===== src/rtl/rr_arbiter16_if.sv =====
// Handshake bundle between the requesting agents and the round-robin arbiter.
// Requester side (master) drives the request vector and the owner release strobe.
// Arbiter side (slave) drives the one-hot grant, the mux select index and status flags.
interface rr_arbiter16_if #(
  parameter int N    = 16,
  parameter int IDXW = 4
);
  logic [N-1:0]    req;
  // Owner-finished strobe. "release" is a reserved word in SystemVerilog, hence "rel".
  logic            rel;
  logic [N-1:0]    gnt;
  logic [IDXW-1:0] gnt_idx;
  logic            gnt_valid;
  logic            timeout;

  modport master (
    output req,
    output rel,
    input  gnt,
    input  gnt_idx,
    input  gnt_valid,
    input  timeout
  );

  modport slave (
    input  req,
    input  rel,
    output gnt,
    output gnt_idx,
    output gnt_valid,
    output timeout
  );
endinterface


===== src/rtl/rr_arbiter16.sv =====
// Round-robin arbiter sharing one N:1 select path; gnt_idx drives the mux select directly.
// Latency: a request sampled at edge k is granted after edge k; every grant is followed by a one-cycle idle bubble.
// Backpressure: the owner holds the grant until it releases, drops its request, or hits MAX_HOLD (timeout pulse).
module rr_arbiter16 #(
  parameter int N        = 16,
  parameter int IDXW     = 4,
  parameter int MAX_HOLD = 8
) (
  input  logic          clk,
  input  logic          rst_n,
  rr_arbiter16_if.slave bus
);

  // Hold counter must represent MAX_HOLD itself; keep at least one bit when the timeout is disabled.
  localparam int HW = (MAX_HOLD < 2) ? 1 : $clog2(MAX_HOLD + 1);
  localparam logic [HW-1:0] HOLD_LIM = HW'(MAX_HOLD);
  localparam logic [N-1:0]  ONE      = {{(N-1){1'b0}}, 1'b1};

  typedef enum logic {
    IDLE,
    GRANT
  } state_t;

  state_t          state;
  logic [IDXW-1:0] ptr;
  logic [HW-1:0]   hold_cnt;

  logic [IDXW-1:0] win;
  logic            found;
  logic            rel_end;
  logic            hold_end;

  // Priority scan starting at ptr; IDXW-bit addition wraps modulo N since N == 2**IDXW.
  always_comb begin
    win   = ptr;
    found = 1'b0;
    for (int i = 0; i < N; i++) begin
      logic [IDXW-1:0] cand;
      cand = ptr + IDXW'(i);
      if (!found && bus.req[cand]) begin
        win   = cand;
        found = 1'b1;
      end
    end
  end

  // End-of-grant causes: explicit/implicit release versus forced revocation at the hold limit.
  always_comb begin
    rel_end  = bus.rel || !bus.req[bus.gnt_idx];
    hold_end = (MAX_HOLD != 0) && (hold_cnt == HOLD_LIM);
  end

  // Two-state arbitration FSM with all outputs registered.
  always_ff @(posedge clk or negedge rst_n) begin
    if (!rst_n) begin
      state         <= IDLE;
      ptr           <= '0;
      hold_cnt      <= '0;
      bus.gnt       <= '0;
      bus.gnt_idx   <= '0;
      bus.gnt_valid <= 1'b0;
      bus.timeout   <= 1'b0;
    end else begin
      case (state)
        IDLE: begin
          bus.timeout <= 1'b0;
          if (found) begin
            state         <= GRANT;
            bus.gnt_valid <= 1'b1;
            bus.gnt_idx   <= win;
            bus.gnt       <= ONE << win;
            hold_cnt      <= HW'(1);
          end
        end
        GRANT: begin
          if (rel_end || hold_end) begin
            state         <= IDLE;
            bus.gnt_valid <= 1'b0;
            bus.gnt       <= '0;
            ptr           <= bus.gnt_idx + IDXW'(1);
            // A coincident release wins over the timeout: no pulse in that case.
            bus.timeout   <= hold_end && !rel_end;
          end else if ((MAX_HOLD != 0) && (hold_cnt != HOLD_LIM)) begin
            hold_cnt <= hold_cnt + HW'(1);
          end
        end
        default: begin
          state <= IDLE;
        end
      endcase
    end
  end

endmodule

===== src/flat_wrapper.sv =====
// flat-port wrapper written by rule: the top's interface ports become plain ports
module rr_arbiter16_flat 
#(
  parameter int N        = 16,
  parameter int IDXW     = 4,
  parameter int MAX_HOLD = 8
)
  (clk, rst_n, bus_req, bus_rel, bus_gnt, bus_gnt_idx, bus_gnt_valid, bus_timeout);
  rr_arbiter16_if #(.N(N), .IDXW(IDXW)) bus_i ();
  input  logic clk;
  input  logic rst_n;
  input wire logic [$bits(bus_i.req)-1:0] bus_req;
  input wire logic [$bits(bus_i.rel)-1:0] bus_rel;
  output wire logic [$bits(bus_i.gnt)-1:0] bus_gnt;
  output wire logic [$bits(bus_i.gnt_idx)-1:0] bus_gnt_idx;
  output wire logic [$bits(bus_i.gnt_valid)-1:0] bus_gnt_valid;
  output wire logic [$bits(bus_i.timeout)-1:0] bus_timeout;
  assign bus_i.req = bus_req;
  assign bus_i.rel = bus_rel;
  assign bus_gnt = bus_i.gnt;
  assign bus_gnt_idx = bus_i.gnt_idx;
  assign bus_gnt_valid = bus_i.gnt_valid;
  assign bus_timeout = bus_i.timeout;
  rr_arbiter16 #(.N(N), .IDXW(IDXW), .MAX_HOLD(MAX_HOLD)) u_core (.clk(clk), .rst_n(rst_n), .bus(bus_i));
endmodule

===== config.mk =====
export PLATFORM = sky130hd
export DESIGN_NAME = rr_arbiter16_flat
export DESIGN_NICKNAME = d
export VERILOG_FILES = /design/src/rtl/rr_arbiter16_if.sv /design/src/rtl/rr_arbiter16.sv /design/src/flat_wrapper.sv
export SDC_FILE = /design/constraint.sdc
export NUM_CORES = 1
export LEC_CHECK = 0
export ABC_AREA = 1
export CAP_MARGIN = 25
export CORE_MARGIN = 2
export CORE_UTILIZATION = 62
export DETAILED_ROUTE_END_ITERATION = 12
export PLACE_DENSITY_LB_ADDON = 0.25
export SYNTH_ARGS = -nofsm -noshare
export SYNTH_HDL_FRONTEND = slang
export SYNTH_SLANG_ARGS = --single-unit
export TNS_END_PERCENT = 5

===== constraint.sdc =====
create_clock -name clk -period 10.4 [get_ports clk]
set_clock_uncertainty 0.15 [all_clocks]
set_input_delay 3.12 -clock clk [delete_from_list [all_inputs] [get_ports clk]]
set_output_delay 3.12 -clock clk [all_outputs]
set_load 0.01 [all_outputs]

==> results of run 1 <==
cells in the final DEF, fill, tap and decap left out, drive strengths merged, types with 3 or more instances in the layout:
cell | Yosys | layout
xnor2 | 3 | 3
clkdlybuf4s50 | 0 | 40
nand2 | 211 | 211
nor2 | 40 | 40
a21oi | 12 | 12
nand3 | 109 | 109
dfrtp | 31 | 31
xor2 | 7 | 7
nor3 | 3 | 3
ha | 11 | 11
clkbuf | 2 | 6
o21a | 3 | 3
inv | 62 | 62
nand4 | 7 | 7
o21ai | 35 | 35
worst max-delay path, delay by kind of cell:
family | cells | cell delay, ns
compound gates | 2 | 0.72
buf+inv | 4 | 0.83
simple gates | 12 | 1.85
state kept, by name, indices dropped and copies added (netlist names):
register              flops
u_core.bus.gnt_idx        4
u_core.ptr                4
u_core.bus.gnt           16
u_core.state              1
u_core.hold_cnt           4
u_core.bus.gnt_valid      1
u_core.bus.timeout        1
through the flow:
step | cells | utilization, % | hold WS [ns] | area [um^2] | worst slack (ns)
4_1_cts | 666 | 73.0 | 0.341 | 3970 | 3.97
6_report | 666 | 73.0 | 0.336 | 3970 | 3.95
3_5_place_dp | 658 | 70.8 | 0.323 | 3850 | 3.70
3_3_place_gp | 658 | 70.8 | 0.317 | 3850 | 3.83
2_1_floorplan | 558 | - | 0.364 | 3460 | 4.91
5_1_grt | 666 | 73.0 | 0.361 | 3970 | 3.64
worst paths after layout:
kind / from / end / slack [ns]
setup reg to reg: u_core.ptr[1] / u_core.bus.gnt[13] / 5.36
hold / removal: u_core.bus.gnt[15] / u_core.bus.gnt[15] / 0.34
max in group asynchronous: rst_n / u_core.ptr[0] / 6.74
hold reg to reg: u_core.bus.gnt[15] / u_core.bus.gnt[15] / 0.34
min in group asynchronous: rst_n / u_core.bus.gnt[9] / 3.06
setup / recovery: bus_req[11] / u_core.bus.gnt[13] / 3.95
cells by family after synthesis:
group / count (synthesis)
flops: 31
buf+inv: 77
simple gates: 372
xor+xnor: 10
compound gates: 57
fa+ha+maj: 11
per-layer routing:
| metal | track usage (%) | wire, um |
|---|---|---|
| met5 | 0 | 0 |
| met4 | 15.6 | 346 |
| met3 | 3.79 | 607 |
| met2 | 60.6 | 4750 |
| met1 | 41.4 | 4150 |
cell type report:
type	count	area [um^2]
Multi-Input combinational cell	450	2330
Timing Repair Buffer	42	415
Fill cell	450	1470
Inverter	63	240
Sequential cell	31	776
Clock buffer	6	82.6
Clock inverter	2	35.0
Tap cell	72	90.1
==> metrics, run 1 <==
result of the run finished, final reports clean; final hold violation count 0; antenna violations before repair 0; number of enable flip-flop cells after synthesis 0; clock latency at the later pin of the worst-skew pair 0.29 ns; RD Place Congestion 1.05; number of distinct library cells after synthesis 40; number of levels the H-tree was split into 2; critical path class in -> reg; Post-CTS Setup Inserts 0; Sink Count 31; layout cell share with drive strength beyond 1 9.76%; largest driver fanout on the critical path 16; final wirelength 9850 um; chip height 78.7 um; flip-flop cell with the highest count after synthesis dfrtp_1; final setup TNS 0 ns; Final setup viols 0; cts-stage hold buffer count 0; cell depth of the worst hold path 2; most common cell in the synthesized netlist nand2_1; top achievable clock speed 0.155 GHz; iteration-0 DRC count of the detailed router 239; arrival time at the worst endpoint 6.54 ns; Hold/Removal Path Class reg -> reg; post-synthesis async set-or-reset flop share 100%; share of synthesized area occupied by flip-flops and latches 22.4%; DRC violations left 0; HPWL after detailed placement 7430 um; cell-by-cell listing of the critical path clkdlybuf4s50_1, nand2_1, nand3_1, nand3_1, nand2_1, nand2_1, inv_1, a21oi_1, inv_1, nor3_4, nand3_2, nor3_4, nand3_1, o21ai_2, inv_2, nor2_4, nand2_1, nand2_1; via count of the routed design 3814; Rel. slew slack 50.0%; share of the clock period used by the worst path 62.0%; core area 0.00544 mm^2; floorplan die area 0.00619 mm^2; basic-gate share of the synthesized area counting and, or, nand and nor cells 50.6%; depth of the worst register-to-register path 19; delay contributed by the slowest stage of the critical path 0.48 ns; most prevalent standard cell on the critical path nand2_1; overall fraction of global-route tracks in use 34.2%; number of global-route vias before repair 3639; Required @ worst endpoint 10.48 ns; post-layout net count 623; top cell type by total area after synthesis dfrtp_1; Warnings, synthesis 0; wire length of the first global-routing pass 16800 um; cell types with the highest counts after synthesis nand2_1, nand3_1, inv_1, nor2_1, dfrtp_1; maximum number of pins on one net before global-route repair 32; antenna cell count 0; mux cell area share after synthesis 0%; max-capacitance violation count 0; Cells after Synth 558; startpoint type of the worst setup path input pin; Area growth, synth to finish 14.8%; Setup crit end kind register; net count of the mapped netlist 588; slew of the pin with the lowest slew margin 0.749 ns; I/O pin count 41; average wire per cell in the routed design 14.8 um; adder-cell area share of the yosys netlist 3.98%; cell at the root of the clock tree clkbuf_8; GRT Residual Overflow 0; post-detailed-route via-to-cell ratio 5.73; RSZ-0062 raised after global routing false; area share of the largest cell type after synthesis 22.4%; cell with the largest stage delay on the worst path o21ai_2; FF+latch count, synth 31; compound-cell area share of the yosys netlist 9.62%; xor-xnor portion of the synthesized cell area 3.18%; average instance area after synthesis 6.20 um^2; top cells by area in the synthesized netlist dfrtp_1, nand2_1, nand3_1; number of nets with antenna violations after detailed routing 0; drt pass-1 iters 5; number of gates resized after CTS 0; main combinational cell family by area after synthesis simple AND/OR/NAND/NOR gates; post-synthesis instance area 0.00346 mm^2; Clock Path Buffers 2; minimum clock period 6.45 ns; clock transition at the registers of the reported paths 0.07 ns; row cnt 27; die extent in x 78.7 um; CTS Buf Count 5; IO Port Bufs 40; initial standard-cell utilization of the core 63.6%; total count of max-transition violations in the final report 0; CTS tree done
Power of run 1 is not shown: default switching activity piles up to over one toggle a cycle in this logic, so the estimate is an artifact.
==> run 2: changes to the inputs <==
--- a/config.mk
+++ b/config.mk
@@ -8,7 +8,7 @@
 export ABC_AREA = 1
 export CAP_MARGIN = 25
 export CORE_MARGIN = 2
-export CORE_UTILIZATION = 62
+export CORE_UTILIZATION = 52
 export DETAILED_ROUTE_END_ITERATION = 12
 export PLACE_DENSITY_LB_ADDON = 0.25
 export SYNTH_ARGS = -nofsm -noshare
==> constraint.sdc (replaced) <==
create_clock -name clk -period 5.8 [get_ports clk]
set_clock_uncertainty 0.15 [all_clocks]
set_input_delay 1.74 -clock clk [delete_from_list [all_inputs] [get_ports clk]]
set_output_delay 1.74 -clock clk [all_outputs]
set_load 0.01 [all_outputs]
==> metrics, run 2 (synthesis results as in run 1) <==
critical path class in -> reg; slew of the pin with the lowest slew margin 0.812 ns; top achievable clock speed 0.207 GHz; largest driver fanout on the critical path 16; Post-CTS Setup Inserts 0; buffers plus inverters on the worst setup path 2; final wirelength 9980 um; via count of the routed design 3813; CTS Buf Count 5; number of standard cells in the final layout excluding fillers 673; result of the run finished, final reports clean; placed instance count 665; final setup TNS 0 ns; number of levels the H-tree was split into 2; flop-to-flop setup slack 1.02 ns; max reg flops 16; minimum clock period 4.82 ns; cell with the largest stage delay on the worst path clkdlybuf4s50_1; depth of the worst register-to-register path 19; Area growth, synth to finish 15.0%; RSZ-0062 raised after global routing false; final hold violation count 0; CTS tree done; delay contributed by the slowest stage of the critical path 0.46 ns; number of gates resized after CTS 0; share of the clock period used by the worst path 83.2%; top register by number of flip-flops u_core.bus.gnt; sink of the worst hold path u_core.bus.gnt[3]; cell depth of the worst hold path 2; Required @ worst endpoint 5.88 ns; Setup crit end kind register; number of nets with antenna violations after detailed routing 0; commonest cells after routing, fill and taps aside nand2_1, nand3_1, inv_1; core area 0.00639 mm^2; cts-stage hold buffer count 0; antenna violations before repair 0; RD Place Congestion 0.954; Hold/Removal Path Class reg -> reg; iteration-0 DRC count of the detailed router 262; cell at the root of the clock tree clkbuf_8; post-detailed-route via-to-cell ratio 5.67; RR Endpoint u_core.bus.gnt[10]; IO Port Bufs 40; row cnt 29; antenna cell count 0; HPWL after detailed placement 7520 um; arrival time at the worst endpoint 4.90 ns; Final setup viols 0; most frequent standard cell in the layout excluding fill and tap cells nand2_1; DRC violations left 0; I/O pin count 41; Rel. slew slack 45.7%; Clock Path Buffers 2; clock transition at the registers of the reported paths 0.07 ns; drt pass-1 iters 7; origin of the worst min-delay path u_core.bus.gnt[3]; most prevalent standard cell on the critical path nand3_1; layout cell share with drive strength beyond 1 10.1%; number of global-route vias before repair 3581; max-capacitance violation count 0; overall fraction of global-route tracks in use 28.3%; wire length of the first global-routing pass 16700 um; family of cells with the greatest summed delay on the critical path simple AND/OR/NAND/NOR gates; die extent in x 85.6 um; number of filler instances in the final layout 607; initial standard-cell utilization of the core 54.2%; maximum number of pins on one net before global-route repair 32; Worst Hold Slack 0.330 ns; GRT Residual Overflow 0; startpoint type of the worst setup path input pin; floorplan die area 0.00732 mm^2; total count of max-transition violations in the final report 0; average wire per cell in the routed design 14.8 um; cell-by-cell listing of the critical path clkdlybuf4s50_1, nand2_1, nand3_1, nand3_1, nand3_1, nand2_4, nand3_4, nor2_4, nand4_4, nor3_4, nand3_2, nor3_4, nand3_1, o21ai_2, inv_2, nor2_4, nand2_1, nand2_1; clock latency at the later pin of the worst-skew pair 0.29 ns; Sink Count 31; post-layout net count 625; post-layout utilization of the core 62.3%; source of the worst register-to-register timing path u_core.ptr[1]; chip height 85.6 um
[run 2: changes by cell type in the layout (fill, tap and decap cells not counted), sizes merged]
cell	before	now
bufinv	1	0
clkinvlp	0	1
clkinv	2	1
clkbuf	6	7
buf	2	4
[run 2: how the worst max path moves through the flow]
stage / start / cells past startpoint / endpoint / slack (ns)
global placement: bus_req[3] / 18 / u_core.bus.gnt[5] / 0.84
finish: bus_req[3] / 18 / u_core.bus.gnt[10] / 0.98
global route: u_core.ptr[1] / 25 / u_core.bus.gnt[11] / 0.61
CTS: bus_req[3] / 18 / u_core.bus.gnt[0] / 1.02
floorplan: bus_req[3] / 18 / u_core.hold_cnt[2] / 1.69
detailed placement: bus_req[10] / 18 / u_core.bus.gnt[0] / 0.74
[run 2: per-stage QoR]
step | instance area [um^2] | setup WS (ns)
after floorplan | 3460 | 1.69
after CTS | 3980 | 1.02
after global placement | 3870 | 0.844
final | 3980 | 0.977
after global routing | 3980 | 0.607
after detailed placement | 3870 | 0.742
[run 2: routing by layer]
metal  vias to the layer above  global-route usage (%)  routed length, um
li1                       1889                       -                  -
met1                      1706                    38.3               4330
met2                       189                    46.7               4650
met3                        29                    3.27                683
met4                         0                    11.0                309
met5                         -                       0                  0
[run 2: worst min-delay path, delay by kind of cell (launching register included)]
kind / cells / cell delay (ns)
DFF: 1 / 0.35
and+or+nand+nor: 2 / 0.10
[run 2: layout make-up]
type / count / area (um^2) / share of cell area (%)
clock buffer: 7 / 96.3 / 2.42
clock inverter: 1 / 7.51 / 0.189
inverter: 63 / 240 / 6.04
multi-input combinational: 450 / 2330 / 58.6
sequential: 31 / 776 / 19.5
tap: 77 / 96.3 / 2.42
timing repair buffer: 44 / 430 / 10.8
Power of run 2 is left out for the same reason.
==> run 3: changes to the inputs <==
==> constraint.sdc (replaced) <==
create_clock -name clk -period 4.4 [get_ports clk]
set_clock_uncertainty 0.15 [all_clocks]
set_input_delay 1.32 -clock clk [delete_from_list [all_inputs] [get_ports clk]]
set_output_delay 1.32 -clock clk [all_outputs]
set_load 0.01 [all_outputs]
==> metrics, run 3 (synthesis results as in run 1) <==
cell at the root of the clock tree clkbuf_8; number of global-route vias before repair 3795; layout cell share with drive strength beyond 1 17.8%; via count of the routed design 3952; Final setup viols 0; floorplan die area 0.00732 mm^2; post-detailed-route via-to-cell ratio 5.63; chip height 85.6 um; GRT Residual Overflow 0; overall fraction of global-route tracks in use 29.5%; slew of the pin with the lowest slew margin 0.622 ns; wire length of the first global-routing pass 17300 um; drt pass-1 iters 5; most frequent standard cell in the layout excluding fill and tap cells nand2_1; delay contributed by the slowest stage of the critical path 0.47 ns; RD Place Congestion 0.935; commonest cells after routing, fill and taps aside nand2_1, nand3_1, inv_1; startpoint type of the worst setup path input pin; total count of max-transition violations in the final report 0; antenna violations before repair 0; critical path class in -> reg; cts-stage hold buffer count 0; met1 layer wirelength in the final routing 4530 um; RSZ-0062 raised after global routing true; top register by number of flip-flops u_core.bus.gnt; initial standard-cell utilization of the core 54.2%; max-capacitance violation count 0; row cnt 29; family of cells with the greatest summed delay on the critical path simple AND/OR/NAND/NOR gates; cell with the largest stage delay on the worst path clkdlybuf4s50_1; Routed met2 length 4970 um; CTS tree done; Area growth, synth to finish 24.5%; Required @ worst endpoint 4.48 ns; most prevalent standard cell on the critical path nand2_1; number of nets with antenna violations after detailed routing 0; Setup crit end kind register; highest signal layer in the routed design met4; cell-by-cell listing of the critical path clkdlybuf4s50_1, nand2_1, nand3_1, nand3_1, nand3_1, nand2_2, nand3_4, nor2_4, nand4_4, nor3_4, nand3_2, nor3_4, buf_4, nand4_4, inv_4, nand2_1, nand2_2, nand2_1, nor2_2, nand2_1, nand2_1; final hold violation count 0; IO Port Bufs 40; final wirelength 10300 um; Clock Path Buffers 2; post-layout net count 654; max reg flops 16; buffers plus inverters on the worst setup path 3; number of levels the H-tree was split into 2; cell depth of the worst setup path 21; arrival time at the worst endpoint 4.24 ns; CTS Buf Count 5; wire length on met3 499 um; result of the run finished, final reports clean; flop-to-flop setup slack 0.59 ns; top achievable clock speed 0.241 GHz; cell depth of the worst hold path 2; die extent in x 85.6 um; largest driver fanout on the critical path 7; clock transition at the registers of the reported paths 0.07 ns; post-layout utilization of the core 67.4%; HPWL after detailed placement 8040 um; number of filler instances in the final layout 562; I/O pin count 41; core area 0.00639 mm^2; iteration-0 DRC count of the detailed router 206; share of the clock period used by the worst path 94.4%; minimum clock period 4.16 ns; depth of the worst register-to-register path 22; Rel. slew slack 58.5%; average wire per cell in the routed design 14.7 um; maximum number of pins on one net before global-route repair 32; DRC violations left 0; Sink Count 31; Hold/Removal Path Class reg -> reg; antenna cell count 0; clock latency at the later pin of the worst-skew pair 0.30 ns
## run 3: metal layers
layer | GRT usage [%] | vias up
met5 | 0 | -
met4 | 11.7 | 0
met3 | 2.12 | 28
met2 | 52.2 | 142
met1 | 37.3 | 1841
li1 | - | 1941
## run 3: worst paths after layout
check | start | endpoint
worst max-delay path | bus_req[5] | u_core.bus.gnt[2]
worst min-delay path | u_core.bus.gnt[7] | u_core.bus.gnt[7]
worst max register to register | u_core.ptr[1] | u_core.bus.gnt[2]
worst min register to register | u_core.bus.gnt[7] | u_core.bus.gnt[7]
max in group asynchronous | rst_n | u_core.bus.timeout
min in group asynchronous | rst_n | u_core.bus.gnt[11]
## run 3: area by class of cell
type | count | area, um^2 | share of cell area (%)
Clock buffer | 6 | 82.6 | 1.92
Clock inverter | 2 | 35.0 | 0.814
Inverter | 63 | 241 | 5.61
Multi-Input combinational cell | 450 | 2410 | 56.0
Sequential cell | 31 | 776 | 18.0
Tap cell | 77 | 96.3 | 2.24
Timing Repair Buffer | 73 | 663 | 15.4
## run 3: worst register-to-register path, delay by kind of cell (launching register included)
kind          cells  cell delay [ns]
simple gates     17             2.09
buf+inv           4             0.82
flops             1             0.39
fa+ha+maj         1             0.30
## run 3: repair_timing
action,in CTS,in global routing
resized for setup,0,26
setup endpoints to repair,0,17
buffers inserted,0,1
## run 3: through the flow
stage	setup TNS, ns	hold WS (ns)	instance area [um^2]	worst slack, ns	instances
after floorplan	0	0.364	3460	0.710	558
after global placement	-0.106	0.315	4100	-0.0384	693
after detailed placement	-0.746	0.314	4100	-0.0631	693
after CTS	0	0.335	4210	0.215	701
after global routing	-0.0118	0.358	4300	-0.0118	702
final	0	0.332	4300	0.245	702
Power of run 3 is left out for the same reason.
